<file path="src/rtl/alu_pipe_adder_pkg.sv">
// Shared ALU definitions: default datapath width, pipeline depth limits and flag bit positions.
package alu_pipe_adder_pkg;

  localparam int unsigned DATA_WIDTH = 32;
  localparam int unsigned STAGES_MIN = 1;
  localparam int unsigned STAGES_MAX = 4;

  localparam int unsigned FLAG_CARRY    = 0;
  localparam int unsigned FLAG_OVERFLOW = 1;
  localparam int unsigned FLAG_ZERO     = 2;
  localparam int unsigned FLAG_W        = 3;

  // Bits handled by each pipeline stage.
  function automatic int unsigned slice_w(input int unsigned width, input int unsigned stages);
    return width / stages;
  endfunction

endpackage

</file>
<file path="src/rtl/alu_adder_slice.sv">
// One combinational adder slice: sum, carry out, and the carry into the slice MSB.
module alu_adder_slice #(
  parameter int unsigned W = 16
) (
  input  logic [W-1:0] a,
  input  logic [W-1:0] b,
  input  logic         cin,
  output logic [W-1:0] sum,
  output logic         cout,
  output logic         cmsb
);

  assign {cout, sum} = (W+1)'(a) + (W+1)'(b) + (W+1)'(cin);

  // Carry into the MSB recovered from the MSB sum bit.
  assign cmsb = sum[W-1] ^ a[W-1] ^ b[W-1];

endmodule

</file>
<file path="src/rtl/alu_pipe_adder.sv">
// Pipelined add/subtract unit: carry rippled across per-stage slices, valid/ready handshake,
// flush, sideband tag and carry/overflow/zero flags.
module alu_pipe_adder
  import alu_pipe_adder_pkg::*;
#(
  parameter int unsigned WIDTH  = DATA_WIDTH,
  parameter int unsigned STAGES = 2,
  parameter int unsigned TAG_W  = 5
) (
  input  logic             clk,
  input  logic             rst,
  input  logic             flush,
  input  logic             in_valid,
  output logic             in_ready,
  input  logic [WIDTH-1:0] in_a,
  input  logic [WIDTH-1:0] in_b,
  input  logic             in_sub,
  input  logic [TAG_W-1:0] in_tag,
  output logic             out_valid,
  input  logic             out_ready,
  output logic [WIDTH-1:0] out_sum,
  output logic             out_carry,
  output logic             out_overflow,
  output logic             out_zero,
  output logic [TAG_W-1:0] out_tag
);

  localparam int unsigned SW = slice_w(WIDTH, STAGES);

  if (STAGES < STAGES_MIN || STAGES > STAGES_MAX || (WIDTH % STAGES) != 0) begin : g_bad_cfg
    $error("alu_pipe_adder: WIDTH must divide evenly into 1..4 STAGES");
  end

  logic              stall;
  logic              adv;
  logic              accept;
  logic [WIDTH-1:0]  b_cond;
  logic [STAGES-1:0] vld_q;
  logic [TAG_W-1:0]  tag_q [STAGES];
  logic [STAGES-1:0] carry_c;
  logic [STAGES-1:0] carry_q;
  logic [WIDTH-1:0]  sum_nx;
  logic              ovf_c;
  logic              ovf_q;
  logic              zero_q;
  logic              last_vld_c;

  // Handshake: a stalled output freezes the whole pipe; flush blocks new input.
  assign stall    = out_valid && !out_ready;
  assign adv      = !stall;
  assign in_ready = !stall && !flush;
  assign accept   = in_valid && in_ready;

  assign b_cond = in_b ^ {WIDTH{in_sub}};

  // Valid bits and tags travel together, one entry per stage.
  always_ff @(posedge clk) begin
    if (rst) begin
      vld_q <= '0;
      for (int k = 0; k < int'(STAGES); k++) tag_q[k] <= '0;
    end else if (flush) begin
      vld_q <= '0;
    end else if (adv) begin
      vld_q[0] <= accept;
      tag_q[0] <= in_tag;
      for (int k = 1; k < int'(STAGES); k++) begin
        vld_q[k] <= vld_q[k-1];
        tag_q[k] <= tag_q[k-1];
      end
    end
  end

  for (genvar j = 0; j < STAGES; j++) begin : g_slice
    logic [SW-1:0] a_s;
    logic [SW-1:0] b_s;
    logic [SW-1:0] sum_s;
    logic          cin_s;
    logic          cout_s;
    logic          cmsb_s;

    if (j == 0) begin : g_head
      assign a_s   = in_a[SW-1:0];
      assign b_s   = b_cond[SW-1:0];
      assign cin_s = in_sub;
    end else begin : g_skew
      // Operand skew: slice j waits j cycles for the carry from slice j-1.
      logic [SW-1:0] a_d [j];
      logic [SW-1:0] b_d [j];

      always_ff @(posedge clk) begin
        if (rst) begin
          for (int i = 0; i < j; i++) begin
            a_d[i] <= '0;
            b_d[i] <= '0;
          end
        end else if (adv) begin
          a_d[0] <= in_a[j*SW +: SW];
          b_d[0] <= b_cond[j*SW +: SW];
          for (int i = 1; i < j; i++) begin
            a_d[i] <= a_d[i-1];
            b_d[i] <= b_d[i-1];
          end
        end
      end

      assign a_s   = a_d[j-1];
      assign b_s   = b_d[j-1];
      assign cin_s = carry_q[j-1];
    end

    alu_adder_slice #(.W(SW)) u_slice (
      .a    (a_s),
      .b    (b_s),
      .cin  (cin_s),
      .sum  (sum_s),
      .cout (cout_s),
      .cmsb (cmsb_s)
    );

    assign carry_c[j] = cout_s;

    if (j < STAGES - 1) begin : g_align
      // Deskew: finished low slices wait for the upper slices of the same operation.
      logic [SW-1:0] sum_d [STAGES-1-j];
      logic          unused_cmsb;

      always_ff @(posedge clk) begin
        if (rst) begin
          for (int i = 0; i < int'(STAGES - 1 - j); i++) sum_d[i] <= '0;
        end else if (adv) begin
          sum_d[0] <= sum_s;
          for (int i = 1; i < int'(STAGES - 1 - j); i++) sum_d[i] <= sum_d[i-1];
        end
      end

      assign sum_nx[j*SW +: SW] = sum_d[STAGES-2-j];
      assign unused_cmsb        = cmsb_s;
    end else begin : g_tail
      assign sum_nx[j*SW +: SW] = sum_s;
      assign ovf_c              = cmsb_s ^ cout_s;
    end
  end

  if (STAGES == 1) begin : g_vld_single
    assign last_vld_c = accept;
  end else begin : g_vld_multi
    assign last_vld_c = vld_q[STAGES-2];
  end

  // Inter-slice carries, final result and flags; zero is never shown on a bubble.
  always_ff @(posedge clk) begin
    if (rst) begin
      carry_q <= '0;
      out_sum <= '0;
      ovf_q   <= 1'b0;
      zero_q  <= 1'b0;
    end else if (flush) begin
      zero_q  <= 1'b0;
    end else if (adv) begin
      carry_q <= carry_c;
      out_sum <= sum_nx;
      ovf_q   <= ovf_c;
      zero_q  <= last_vld_c && (sum_nx == '0);
    end
  end

  assign out_valid    = vld_q[STAGES-1];
  assign out_tag      = tag_q[STAGES-1];
  assign out_carry    = carry_q[STAGES-1];
  assign out_overflow = ovf_q;
  assign out_zero     = zero_q;

endmodule
</file>
<file path="config.mk">
export PLATFORM = sky130hd
export DESIGN_NAME = alu_pipe_adder
export DESIGN_NICKNAME = d
export VERILOG_FILES = /design/src/rtl/alu_pipe_adder_pkg.sv /design/src/rtl/alu_adder_slice.sv /design/src/rtl/alu_pipe_adder.sv
export SDC_FILE = /design/constraint.sdc
export NUM_CORES = 1
export LEC_CHECK = 0
export ABC_AREA = 1
export ABC_CLOCK_PERIOD_IN_PS = 3900
export CAP_MARGIN = 20
export CELL_PAD_IN_SITES_DETAIL_PLACEMENT = 0
export CELL_PAD_IN_SITES_GLOBAL_PLACEMENT = 1
export CORE_MARGIN = 8
export CORE_UTILIZATION = 41
export DETAILED_ROUTE_END_ITERATION = 6
export PLACE_DENSITY_LB_ADDON = 0.1
export SLEW_MARGIN = 10
export SYNTH_ARGS = -nofsm -noshare
export SYNTH_HDL_FRONTEND = slang
export SYNTH_SLANG_ARGS = --single-unit
export TNS_END_PERCENT = 5
</file>
<file path="constraint.sdc">
create_clock -name clk -period 3.9 [get_ports clk]
set_input_delay 0.39 -clock clk [delete_from_list [all_inputs] [get_ports clk]]
set_output_delay 0.39 -clock clk [all_outputs]
set_load 0.01 [all_outputs]
</file>
==> results by group <==
Drt
  – Antenna Nets Post-Route: 0
  – DRC: 0
  – DRT Wirelength: 14,380 um
  – Via count: 4,653
  – Pre-antenna DRT Iters: 5
  – Wire length per cell: 14.68 um
  – DR iter-0 viols: 232
  – Vias per inst: 4.753

Setup path
  – Crit-path slowest cell: fa_1
  – Worst R2R Path Depth: 13
  – Worst Path Arrival: 2.76 ns
  – Max incr delay on CP: 0.50 ns
  – Worst reg2reg setup slack: 1.43 ns
  – Critical Path Start Type: flop
  – Critical path peak fanout: 3
  – Crit path kind: flop to flop
  – Reg-to-Reg Start: g_slice[1].g_skew.a_d[0][0]
  – CP delay by family, top: simple AND/OR/NAND/NOR gates
  – Worst path cell trace: fa_1 -> fa_1 -> nand3_1 -> nand2_1 -> nand2_1 -> nand2_1 -> nand2_1 -> nand2_1 -> nor2_1 -> nand3_1 -> nor2_2 -> nand2_1 -> a21oi_2
  – Critical Path Most Common Cell: nand2_1
  – WP buf/inv: 0
  – Crit path capture type: flop
  – CP required: 4.18 ns
  – Reg2reg end: out_zero

GRT
  – Vias in the first global route: 4,531
  – Antenna violations before repair: 0
  – Largest net degree at the start of global routing: 39
  – Congestion Overflow GR: 0
  – First-pass GRT wire length: 23,500 um
  – Total GRT Usage: 16.47%

Logic synthesis
  – Post-synth cell types: 40
  – Syn Inst Count: 683
  – Synthesized flop and latch total: 96
  – Avg Inst Size Synth: 8.244 sq um
  – Synth Flop Type: edfxtp_1
  – Netlist Area Pre-Place: 5630 sq um
  – Yosys top cell by area: edfxtp_1
  – Top cell type's share of synthesized area: 30.93%
  – Commonest cells post-synth: 141 x nand2_1, 98 x inv_1, 83 x nor2_1
  – Seq/Total Area, Yosys: 44.44%
  – Post-Syn Nets: 791
  – Syn. warnings: 0
  – Dominant cells by area after synthesis: edfxtp_1 31%, dfxtp_1 14%, nand2_1 9.4%
  – Most frequent cell after synthesis: nand2_1
  – Post-synth EDFFs: 58
  – Post-synth ARST share: 0%

Layout
  – Share of layout cells above drive strength 1: 6.633%
  – Final net count: 902
  – Area delta synth->final: 28.82%
  – Antenna fix cells: 0
  – Core Util, Final: 53.08%
  – Fin cells: 979

STA
  – Final setup margin: 1.427 ns
  – Post-layout min period: 2.473 ns
  – Setup TNS Final: 0 ns
  – Final setup vio count: 0
  – Final Hold Fails: 0
  – Fmax: 0.4044 GHz
  – Fin crit share: 63.41%
  – Relative slew slack: 46.78%
  – Max Clock Skew: 0.007541 ns
  – Max-slew violations: 0
  – RSZ-0062 raised after global routing: no
  – Worst Tran Pin Value: 0.7975 ns

Die
  – Initial Util: 41.20%
  – # rows: 43
  – Die H: 133.2 um
  – Core ar.: 13,670 sq um
  – # IOs: 117
  – Die X: 133.2 um
  – Die footprint: 17,740 sq um

Worst hold path
  – Worst hold start: out_sum[30]
  – Endpoint, Worst Hold: out_sum[30]
  – HP Class: flop to flop
  – Hold Path Depth: 2

CTS
  – Clk slew on worst S/H paths: 0.07 ns
  – Clock Sinks: 96
  – # Post-CTS Setup Buffers: 0
  – CTS tree: built
  – Post-cts resize count: 0
  – # H-tree levels: 3
  – Clock Tree Buf Depth: 2
  – Num CTS Buffers: 9
  – Clock Latency Late Sink: 0.34 ns
  – CTS Root Cell: clkbuf_16
  – Hold_buf cts: 0

Place
  – Total placed cells including tap cells: 963
  – Routability congestion estimate from global placement: 0.8524
  – PortBufs: 116
  – Placement Setup Slack: 1.243 ns
  – Dpl hpwl: 11,700 um

Power
  – PwrDens: 387.6 nW/um^2
  – VDD IR max: 0.0001930 V
  – Pleak: 3.282 nW

Outcome
  – Status: completed

Flow run
  – Max cap viols: 0
-- registers in the layout (all words and copies together), names as in the netlist --
signal                 cells
out_zero                   1
carry_q                    2
vld_q                      2
out_overflow               1
g_slice.g_skew.a_d        16
g_slice.g_align.sum_d     16
tag_q                     10
g_slice.g_skew.b_d        16
out_sum                   32
-- cell usage in the layout (no fill, tap or decap), drive strengths merged, types with 2 or more instances in the layout --
cell	n
buf	5
or2	2
xor2	16
inv	107
xnor2	18
nand2	153
nor3	8
a31oi	3
a21oi	36
o21bai	3
nand4	5
o21ai	34
clkdlybuf4s50	115
a22o	13
o21a	4
nand3b	6
clkbuf	11
a21o	3
nand3	33
ha	30
fa	3
nor2	88
dfxtp	38
edfxtp	58
-- cell type report --
type	instances	area, sq um
timing repair buffer	120	1186
inverter	103	386.6
clock buffer	11	264.0
fill	1348	6412
sequential	96	2502
clock inverter	5	51.30
tap	180	225.2
multi-input combinational	464	2638
-- tightest hold or removal path: stages (launching register included) --
cell and delay (ns):
dfxtp_1 0.33, nand2_1 0.05, o21ai_0 0.05
-- metal layers --
layer  part of all wire (%)  track usage [%]  wire (um)
met4                   0.56            3.743         81
met2                     43            24.31       6110
met5                      0                0          0
met3                    5.4            4.330        776
met1                     52            23.49       7406
-- logic make-up after synthesis --
family                   count (synthesis)  synth area share, %
AND/OR/NAND/NOR                        296                22.87
XOR/XNOR                                34                5.289
buffers and inverters                  123                8.711
adder cells (fa/ha/maj)                 33                7.733
flip-flops                              96                44.44
AO/OA/AOI/OAI                          101                10.96
-- worst max-delay path by stage --
stage	startpoint	endpoint	slack, ns	depth (start not counted)
3_5_place_dp	in_b[0]	g_slice[0].g_align.sum_d[0][14]	1.24	13
6_report	g_slice[1].g_skew.a_d[0][0]	out_zero	1.43	13
3_3_place_gp	in_b[7]	g_slice[0].g_align.sum_d[0][14]	1.21	11
2_1_floorplan	in_sub	g_slice[0].g_align.sum_d[0][10]	1.56	12
4_1_cts	g_slice[1].g_skew.a_d[0][0]	out_zero	1.40	13
5_1_grt	g_slice[1].g_skew.a_d[0][0]	out_zero	1.20	13
-- report_power, final --
group	switching (mW)	leakage, nW	total [mW]	internal, mW
Combinational	0.370	2.15	0.671	0.300
Sequential	0.0477	0.975	1.22	1.17
Clock	0.418	0.157	0.923	0.505
Total	0.836	3.28	2.81	1.98
-- stage by stage --
step | hold WS [ns] | power (mW) | instance area, sq um
2_1_floorplan | 0.4438 | 1.638 | 5630
3_3_place_gp | 0.4398 | 1.913 | 6938
3_5_place_dp | 0.4464 | 1.915 | 6938
4_1_cts | 0.4655 | 2.842 | 7253
5_1_grt | 0.4939 | 2.973 | 7253
6_report | 0.4602 | 2.812 | 7253
(Power assumes the default switching activity.)
